[config.mk]
export PLATFORM = sky130hd
export DESIGN_NAME = washer_controller_flat
export DESIGN_NICKNAME = d
export VERILOG_FILES = /design/src/rtl/washer_controller_if.sv /design/src/rtl/washer_controller.sv /design/src/flat_wrapper.sv
export SDC_FILE = /design/constraint.sdc
export NUM_CORES = 1
export LEC_CHECK = 0
export CAP_MARGIN = 10
export CORE_AREA = 2 2 45 47
export DETAILED_ROUTE_END_ITERATION = 16
export DIE_AREA = 0 0 47 49
export HOLD_SLACK_MARGIN = 0.02
export PLACE_DENSITY = 0.69
export SLEW_MARGIN = 10
export SYNTH_ARGS = -nofsm -noshare
export SYNTH_HDL_FRONTEND = slang
export SYNTH_SLANG_ARGS = --single-unit
[constraint.sdc]
create_clock -name clk -period 2.1 [get_ports clk]
set_input_delay 0.315 -clock clk [delete_from_list [all_inputs] [get_ports clk]]
set_output_delay 0.315 -clock clk [all_outputs]
set_load 0.02 [all_outputs]
[src/rtl/washer_controller_if.sv]
// Signal bundle between the wash sequencer and its surroundings (panel inputs,
// washerTimer handshake, valve and motor enables).
interface washer_controller_if;
    logic       start;
    logic       lid_open;
    logic       cancel;
    logic       Tf;
    logic       Tw;
    logic       Td;
    logic       Tr;
    logic       Ts;
    logic [1:0] load;
    logic       tmr_R;
    logic       hold;
    logic       fill_v;
    logic       drain_v;
    logic       agitate;
    logic       spin;
    logic       busy;
    logic       done;

    modport master (
        output start, lid_open, cancel, Tf, Tw, Td, Tr, Ts,
        input  load, tmr_R, hold, fill_v, drain_v, agitate, spin, busy, done
    );

    modport slave (
        input  start, lid_open, cancel, Tf, Tw, Td, Tr, Ts,
        output load, tmr_R, hold, fill_v, drain_v, agitate, spin, busy, done
    );
endinterface

[src/rtl/washer_controller.sv]
// Wash-cycle sequencer: fill, wash, drain, fill, rinse, drain, spin, driven by
// washerTimer expiry flags, with cancel-to-drain and lid-open pause.
module washer_controller (
    input  logic                 clk,
    input  logic                 R_n,
    washer_controller_if.slave   bus
);

    localparam logic [3:0] S_IDLE   = 4'd0;
    localparam logic [3:0] S_FILL1  = 4'd1;
    localparam logic [3:0] S_WASH   = 4'd2;
    localparam logic [3:0] S_DRAIN1 = 4'd3;
    localparam logic [3:0] S_FILL2  = 4'd4;
    localparam logic [3:0] S_RINSE  = 4'd5;
    localparam logic [3:0] S_DRAIN2 = 4'd6;
    localparam logic [3:0] S_SPIN   = 4'd7;
    localparam logic [3:0] S_DONE   = 4'd8;

    localparam logic [1:0] LD_FILL_DRAIN = 2'b00;
    localparam logic [1:0] LD_AGITATE    = 2'b01;
    localparam logic [1:0] LD_SPIN       = 2'b10;

    logic [3:0] state;
    logic [3:0] state_nxt;
    logic [1:0] load_r;
    logic       tmr_r;
    logic       hold_r;
    logic       cxl_r;
    logic       qual;
    logic       take_cancel;

    function automatic logic [1:0] load_code(input logic [3:0] s);
        case (s)
            S_WASH, S_RINSE: load_code = LD_AGITATE;
            S_SPIN:          load_code = LD_SPIN;
            default:         load_code = LD_FILL_DRAIN;
        endcase
    endfunction

    function automatic logic is_motor(input logic [3:0] s);
        is_motor = (s == S_WASH) || (s == S_RINSE) || (s == S_SPIN);
    endfunction

    function automatic logic is_parked(input logic [3:0] s);
        is_parked = (s == S_IDLE) || (s == S_DONE);
    endfunction

    // A flag counts only once the timer has left its restart cycle and is not paused,
    // so a flag still high from the previous period cannot skip a state.
    assign qual = ~tmr_r & ~hold_r;

    always_comb begin
        state_nxt   = state;
        take_cancel = 1'b0;
        case (state)
            S_IDLE: begin
                if (bus.start && !bus.lid_open) state_nxt = S_FILL1;
            end
            S_FILL1: begin
                if (bus.cancel) begin
                    state_nxt   = S_DRAIN2;
                    take_cancel = 1'b1;
                end else if (qual && bus.Tf) begin
                    state_nxt = S_WASH;
                end
            end
            S_WASH: begin
                if (bus.cancel) begin
                    state_nxt   = S_DRAIN2;
                    take_cancel = 1'b1;
                end else if (qual && bus.Tw) begin
                    state_nxt = S_DRAIN1;
                end
            end
            S_DRAIN1: begin
                if (bus.cancel) begin
                    state_nxt   = S_DRAIN2;
                    take_cancel = 1'b1;
                end else if (qual && bus.Td) begin
                    state_nxt = S_FILL2;
                end
            end
            S_FILL2: begin
                if (bus.cancel) begin
                    state_nxt   = S_DRAIN2;
                    take_cancel = 1'b1;
                end else if (qual && bus.Tf) begin
                    state_nxt = S_RINSE;
                end
            end
            S_RINSE: begin
                if (bus.cancel) begin
                    state_nxt   = S_DRAIN2;
                    take_cancel = 1'b1;
                end else if (qual && bus.Tr) begin
                    state_nxt = S_DRAIN2;
                end
            end
            S_DRAIN2: begin
                if (qual && bus.Td) state_nxt = cxl_r ? S_DONE : S_SPIN;
            end
            S_SPIN: begin
                if (qual && bus.Ts) state_nxt = S_DONE;
            end
            S_DONE: begin
                if (bus.lid_open) state_nxt = S_IDLE;
            end
            default: state_nxt = S_IDLE;
        endcase
    end

    // Every state change restarts the timer for exactly one cycle; the parked
    // states keep it in restart indefinitely.
    always_ff @(posedge clk or negedge R_n) begin
        if (!R_n) begin
            state  <= S_IDLE;
            load_r <= LD_FILL_DRAIN;
            tmr_r  <= 1'b1;
            hold_r <= 1'b0;
            cxl_r  <= 1'b0;
        end else begin
            state  <= state_nxt;
            load_r <= load_code(state_nxt);
            tmr_r  <= (state_nxt != state) || is_parked(state_nxt);
            hold_r <= bus.lid_open && is_motor(state_nxt);
            if (state_nxt == S_IDLE)
                cxl_r <= 1'b0;
            else if (take_cancel)
                cxl_r <= 1'b1;
        end
    end

    // Motors are gated directly by the lid switch so they stop in the same cycle.
    assign bus.load    = load_r;
    assign bus.tmr_R   = tmr_r;
    assign bus.hold    = hold_r;
    assign bus.fill_v  = (state == S_FILL1) || (state == S_FILL2);
    assign bus.drain_v = (state == S_DRAIN1) || (state == S_DRAIN2) || (state == S_SPIN);
    assign bus.agitate = ((state == S_WASH) || (state == S_RINSE)) && !bus.lid_open;
    assign bus.spin    = (state == S_SPIN) && !bus.lid_open;
    assign bus.busy    = !is_parked(state);
    assign bus.done    = (state == S_DONE);

endmodule

[src/flat_wrapper.sv]
// flat-port wrapper written by rule: the top's interface ports become plain ports
module washer_controller_flat 
  (clk, R_n, bus_start, bus_lid_open, bus_cancel, bus_Tf, bus_Tw, bus_Td, bus_Tr, bus_Ts, bus_load, bus_tmr_R, bus_hold, bus_fill_v, bus_drain_v, bus_agitate, bus_spin, bus_busy, bus_done);
  washer_controller_if bus_i ();
  input  logic clk;
  input  logic R_n;
  input wire logic [$bits(bus_i.start)-1:0] bus_start;
  input wire logic [$bits(bus_i.lid_open)-1:0] bus_lid_open;
  input wire logic [$bits(bus_i.cancel)-1:0] bus_cancel;
  input wire logic [$bits(bus_i.Tf)-1:0] bus_Tf;
  input wire logic [$bits(bus_i.Tw)-1:0] bus_Tw;
  input wire logic [$bits(bus_i.Td)-1:0] bus_Td;
  input wire logic [$bits(bus_i.Tr)-1:0] bus_Tr;
  input wire logic [$bits(bus_i.Ts)-1:0] bus_Ts;
  output wire logic [$bits(bus_i.load)-1:0] bus_load;
  output wire logic [$bits(bus_i.tmr_R)-1:0] bus_tmr_R;
  output wire logic [$bits(bus_i.hold)-1:0] bus_hold;
  output wire logic [$bits(bus_i.fill_v)-1:0] bus_fill_v;
  output wire logic [$bits(bus_i.drain_v)-1:0] bus_drain_v;
  output wire logic [$bits(bus_i.agitate)-1:0] bus_agitate;
  output wire logic [$bits(bus_i.spin)-1:0] bus_spin;
  output wire logic [$bits(bus_i.busy)-1:0] bus_busy;
  output wire logic [$bits(bus_i.done)-1:0] bus_done;
  assign bus_i.start = bus_start;
  assign bus_i.lid_open = bus_lid_open;
  assign bus_i.cancel = bus_cancel;
  assign bus_i.Tf = bus_Tf;
  assign bus_i.Tw = bus_Tw;
  assign bus_i.Td = bus_Td;
  assign bus_i.Tr = bus_Tr;
  assign bus_i.Ts = bus_Ts;
  assign bus_load = bus_i.load;
  assign bus_tmr_R = bus_i.tmr_R;
  assign bus_hold = bus_i.hold;
  assign bus_fill_v = bus_i.fill_v;
  assign bus_drain_v = bus_i.drain_v;
  assign bus_agitate = bus_i.agitate;
  assign bus_spin = bus_i.spin;
  assign bus_busy = bus_i.busy;
  assign bus_done = bus_i.done;
  washer_controller u_core (.clk(clk), .R_n(R_n), .bus(bus_i));
endmodule
# After elaboration in Yosys (flattened, before gate mapping)
# Index checks and enable logic that the tools add are counted.
# W data, S select, Z words.
# totals
regBits	9
inputBits	10
output_inout_bits	10
wordCells	67
# op_classes
n_eq_ne	13
mux	21
n_bitwise	3
n_reduce_logical	25
# ops
operator	count
$mux W4	15
$pmux W4 S9	1
$eq A4 B3 Y1 const B	6
$eq A4 B2 Y1 const B	3
$logic_and A1 B1 Y1	9
$logic_or A1 B1 Y1	9
$eq A4 B4 Y1 const B	2
$logic_not A4 Y1	2
$reduce_or A5 Y1	1
$eq A4 B1 Y1 const B	1
$mux W1	4
$ne A4 B4 Y1	1
$pmux W2 S2	1
$logic_not A1 Y1	2
$not A1 Y1	2
$reduce_bool A2 Y1	1
$reduce_or A2 Y1	1
$and A1 B1 Y1	1

# Depth between registers and ports, before layout
# logic_depth
word_depth	10
depth_mapped	7
ltp_nobuf	6

# Worst setup path after synthesis
# No wires, ideal clock.
# synth_timing
path_kind	flip-flop to flip-flop
start	reg u_core.tmr_r, in the netlist u_core.bus.tmr_R
end	reg u_core.hold_r, in the netlist u_core.bus.hold
setup_ps	82
arrival_time_ps	1888
t_required_ps	2018
path_slack_ps	130
path_stages_with_launch	6
path_buffers	0
period_less_slack_ps	1970
path_cell_list	dfstp_2 -> nand4bb_1 -> o32ai_1 -> o32a_1 -> or4_4 -> a31oi_1
# synth_between
elab_chain_cells	10
word_cells_on_any_way	26
cone_classes	3 x eq/ne; 13 x mux; 2 x bitwise; 8 x reduce/logical
# synth_rtl
element	line_no	source
from (decl)	washer_controller.sv:26	logic tmr_r;
from (signal assigned)	washer_controller.sv:124	tmr_r <= (state_nxt != state) || is_parked(state_nxt);
$not A1 Y1 (*)	washer_controller.sv:50	assign qual = ~tmr_r & ~hold_r;
$and A1 B1 Y1 (*)	washer_controller.sv:50	
$logic_and A1 B1 Y1 (on tied branches)	--	
$mux W4 (on tied branches) (2 in series)	--	
$pmux W4 S9 (*)	washer_controller.sv:55	case (state)
$eq A4 B2 Y1 or $eq A4 B3 Y1 (tied branches)	washer_controller.sv:41	is_motor = (s == S_WASH) || (s == S_RINSE) || (s == S_SPIN);
$logic_or A1 B1 Y1	washer_controller.sv:41	
$logic_or A1 B1 Y1 (*)	washer_controller.sv:41	
$logic_and A1 B1 Y1 (*)	washer_controller.sv:125	hold_r <= bus.lid_open && is_motor(state_nxt);
to (signal assigned)	washer_controller.sv:125	
to (decl)	washer_controller.sv:27	logic hold_r;
# Every way passes the cells marked *; elsewhere a longest branch is shown, timed or not.
# A chain may end at the register's enable or synchronous reset.

# Final worst setup path
# layout_timing
start	reg u_core.state[0]
end	out bus_drain_v
# layout_between
elab_chain_cells	3
word_cells_on_any_way	5
cone_classes	3 x eq/ne; 2 x reduce/logical
# layout_rtl
element	line_no	source
from (decl)	washer_controller.sv:23	logic [3:0] state;
from (signal assigned)	washer_controller.sv:122	state <= state_nxt;
$eq A4 B2 Y1 or $eq A4 B3 Y1 (tied branches)	washer_controller.sv:138	assign bus.drain_v = (state == S_DRAIN1) || (state == S_DRAIN2) || (state == S_SPIN);
$logic_or A1 B1 Y1	washer_controller.sv:138	
$logic_or A1 B1 Y1 (*)	washer_controller.sv:138	
to (decl)	flat_wrapper.sv:19	output wire logic [$bits(bus_i.drain_v)-1:0] bus_drain_v;
# Marked as above.

==> impl_metrics.env <==
export IMPL_status="completed"
export IMPL_rsz0062_at_grt="yes"
export IMPL_max_slew_margin_pct=71.4
export IMPL_synth_edf_count=0
export IMPL_multi_input_area_sq_um=462
export IMPL_wl_per_cell_um=14.5
export IMPL_nNetsFinal=133
export IMPL_grt_pass1_wl_um=3220
export IMPL_synth_compound_area_share_pct=22.8
export IMPL_rows=16
export IMPL_synth_fa_ha_area_share_pct=0
export IMPL_cp_end_kind="output port"
export IMPL_cts_buffer_depth=2
export IMPL_synth_area_per_cell_sq_um=8.41
export IMPL_dp_hpwl_um=1550
export IMPL_crit_required_ps=1780
export IMPL_switchingPower_w=0.000641
export IMPL_sw_frac_of_total_pct=44.1
export IMPL_grt_ovfl_total=0
export IMPL_start_util_pct=39.3
export IMPL_cap_violations=0
export IMPL_use_met2_pct=30.8
export IMPL_synthMuxAreaShare_pct=1.56
export IMPL_num_antenna_cells=0
export IMPL_finalSetupViolCount=0
export IMPL_ys_warn_count=0
export IMPL_antenna_left=0
export IMPL_fin_skew_ps=4.20
export IMPL_die_height_um=49
export IMPL_hold_violations=0
export IMPL_pwr_share_comb_pct=65.9
export IMPL_pin_count=20
export IMPL_worst_pin_slew_ps=425
export IMPL_fp_dieW_um=47
export IMPL_route_detailed_drc=0
export IMPL_core_sq_um=1840
export IMPL_power_share_clock_pct=9.0
export IMPL_met3_usage_pct=1.11
export IMPL_fmax_mhz=497
export IMPL_synth_flop_cell="dfrtp_1"
export IMPL_drt_first_pass_iters=4
export IMPL_cpPeakStageDelay_ps=630
export IMPL_crit_fanout=10
export IMPL_setup_ws_ps=89.1
export IMPL_peakVddDrop_mv=0.560
export IMPL_track_usage_pct=18.9
export IMPL_finalMaxSlewViolations=0
export IMPL_cp_slowest_cell="clkdlybuf4s50_1"
export IMPL_clk_latency_ps=260
export IMPL_vias=822
export IMPL_critPathKind="flop to output port"
export IMPL_cts_tree="done"
export IMPL_fill_cells=168
export IMPL_grt_antenna_before_repair=0
export IMPL_dpl_worst_slack_ps=-190
export IMPL_grt_met1_usage_pct=26.3
export IMPL_synth_nets=96
export IMPL_grt_pass1_vias=753
export IMPL_netlist_instances=86
export IMPL_drtIter0Drc=29
export IMPL_area_delta_synth_final_pct=52.6
export IMPL_path_cells="buf_4 -> nor2_1 -> nor3_1 -> clkdlybuf4s50_1"
export IMPL_worst_setup_path_start_kind="flop"
export IMPL_grt_busiest_layer="met2"
export IMPL_synth_distinct_cells=40
export IMPL_finalCriticalPeriod_ps=2010
export IMPL_clock_sinks=9
export IMPL_seqCellArea_sq_um=230
export IMPL_synth_xor_area_share_pct=2.42
export IMPL_grt_max_degree=15
export IMPL_pwr_share_seq_pct=25.2
export IMPL_path_buf_inv=2
export IMPL_cts_buffers=3
export IMPL_powerDensity_nw_per_um2=1320
export IMPL_fin_crit_sh_pct=95.8
export IMPL_synthArstFlopShare_pct=100
export IMPL_synth_top_family_by_area="simple AND/OR/NAND/NOR gates"
export IMPL_critPathTopFamily="buffers and inverters"
export IMPL_intPower_w=0.000812
export IMPL_final_util_pct=59.9
export IMPL_cts_max_level=1
export IMPL_clk_pin_slew_ps=60
export IMPL_vias_per_cell=5.52
export IMPL_portBuffers=19
export IMPL_cp_arrival_ps=1700
export IMPL_clockRootBuffer="clkbuf_4"
export IMPL_ys_seq_area_share_pct=31.3
export IMPL_synth_simple_gate_area_share_pct=32.7
export IMPL_die_area_sq_um=2300
export IMPL_finalPower_w=0.00145
export IMPL_ys_ff_latch=9
export IMPL_postRouteWirelength_um=2160
export IMPL_p_leak_nw=0.489
export IMPL_layout_drive_gt1_share_pct=27.0
export IMPL_syn_cell_area_sq_um=723
export IMPL_hold_class="input pin to async pin"
export IMPL_gp_congestion=0.853
==> power groups by stage <==
stage	registers [W]	logic (W)	clock network [W]
floorplan	0.000333	0.000545	0
global placement	0.000363	0.000855	0
detailed placement	0.000365	0.000869	0
CTS	0.000369	0.000858	0.000131
global route	0.000379	0.00104	0.000143
finish	0.000366	0.000958	0.000130
==> cell type report <==
class / instances / share of cell area (%)
flip-flops and latches: 9 / 20.9
multi-input cells: 64 / 41.8
inverters: 8 / 2.72
repair buffers: 37 / 29.1
clock buffers: 4 / 2.38
well taps: 27 / 3.06
==> synthesized netlist by cell type (all sizes together), types with 2 or more instances <==
library cell,count,area share (%)
nor3b,2,2.1
o21ai,2,1.4
dfrtp,8,28
o221ai,2,3.3
nand2,3,1.6
and3,2,1.7
a21oi,5,3.5
nand3,3,2.1
xnor2,2,2.4
and3b,2,2.4
nor3,7,4.8
nand2b,3,2.6
a31oi,3,2.6
buf,4,4.5
inv,8,4.2
nor4b,2,2.4
nor2,7,3.6
o211ai,3,3.8
==> state kept, by name, summed over array words and instances (netlist names) <==
register	cells
u_core.state	4
u_core.cxl_r	1
u_core.bus.tmr_R	1
u_core.bus.hold	1
u_core.bus.load	2
==> cells in the final DEF (no fill, tap or decap), drive strengths merged, types with 2 or more instances in the layout <==
cell,synthesis,routed
a21oi,5,5
a31oi,3,3
and3,2,2
and3b,2,2
buf,4,18
clkbuf,1,4
clkdlybuf4s50,0,15
dfrtp,8,8
dlygate4sd2,0,3
inv,8,8
nand2,3,3
nand2b,3,3
nand3,3,3
nor2,7,7
nor3,7,7
nor3b,2,2
nor4b,2,2
o211ai,3,3
o21ai,2,2
o221ai,2,2
xnor2,2,2
==> what timing repair did <==
action	in CTS	in global routing
endpoints found under the setup margin	6	3
setup buffers	0	5
gates resized for setup	6	5
hold buffers	0	0
==> through the flow <==
step	setup TNS, ps	instances	hold slack (ps)	area, sq um
floorplan	0	86	19.4	723
global placement	-204	140	597	1010
detailed placement	-333	140	590	1010
CTS	0	144	349	1040
global route	-50.1	149	370	1100
finish	0	149	346	1100
==> routing by layer <==
layer | routed length, um | up-vias
li1 | - | 391
met1 | 902 | 399
met2 | 1120 | 30
met3 | 109 | 2
met4 | 21 | 0
met5 | 0 | -
==> worst paths after layout <==
check,start,slack (ps),cells past startpoint,endpoint
min in group clk,u_core.cxl_r,600,2,u_core.cxl_r
max in group asynchronous,R_n,1440,1,u_core.bus.tmr_R
max,u_core.state[0],90,4,bus_drain_v
max reg2reg,u_core.state[2],90,6,u_core.bus.hold
min,R_n,350,1,u_core.cxl_r
min reg2reg,u_core.cxl_r,600,2,u_core.cxl_r
==> logic make-up after synthesis <==
kind of cell	count (synthesis)
and+or+nand+nor	39
xor gates and xnor gates	2
AOI/OAI and AO/OA	22
DFF	9
buffers and inverters	13
muxes	1
No activity file was read; power rests on OpenSTA's default activity.
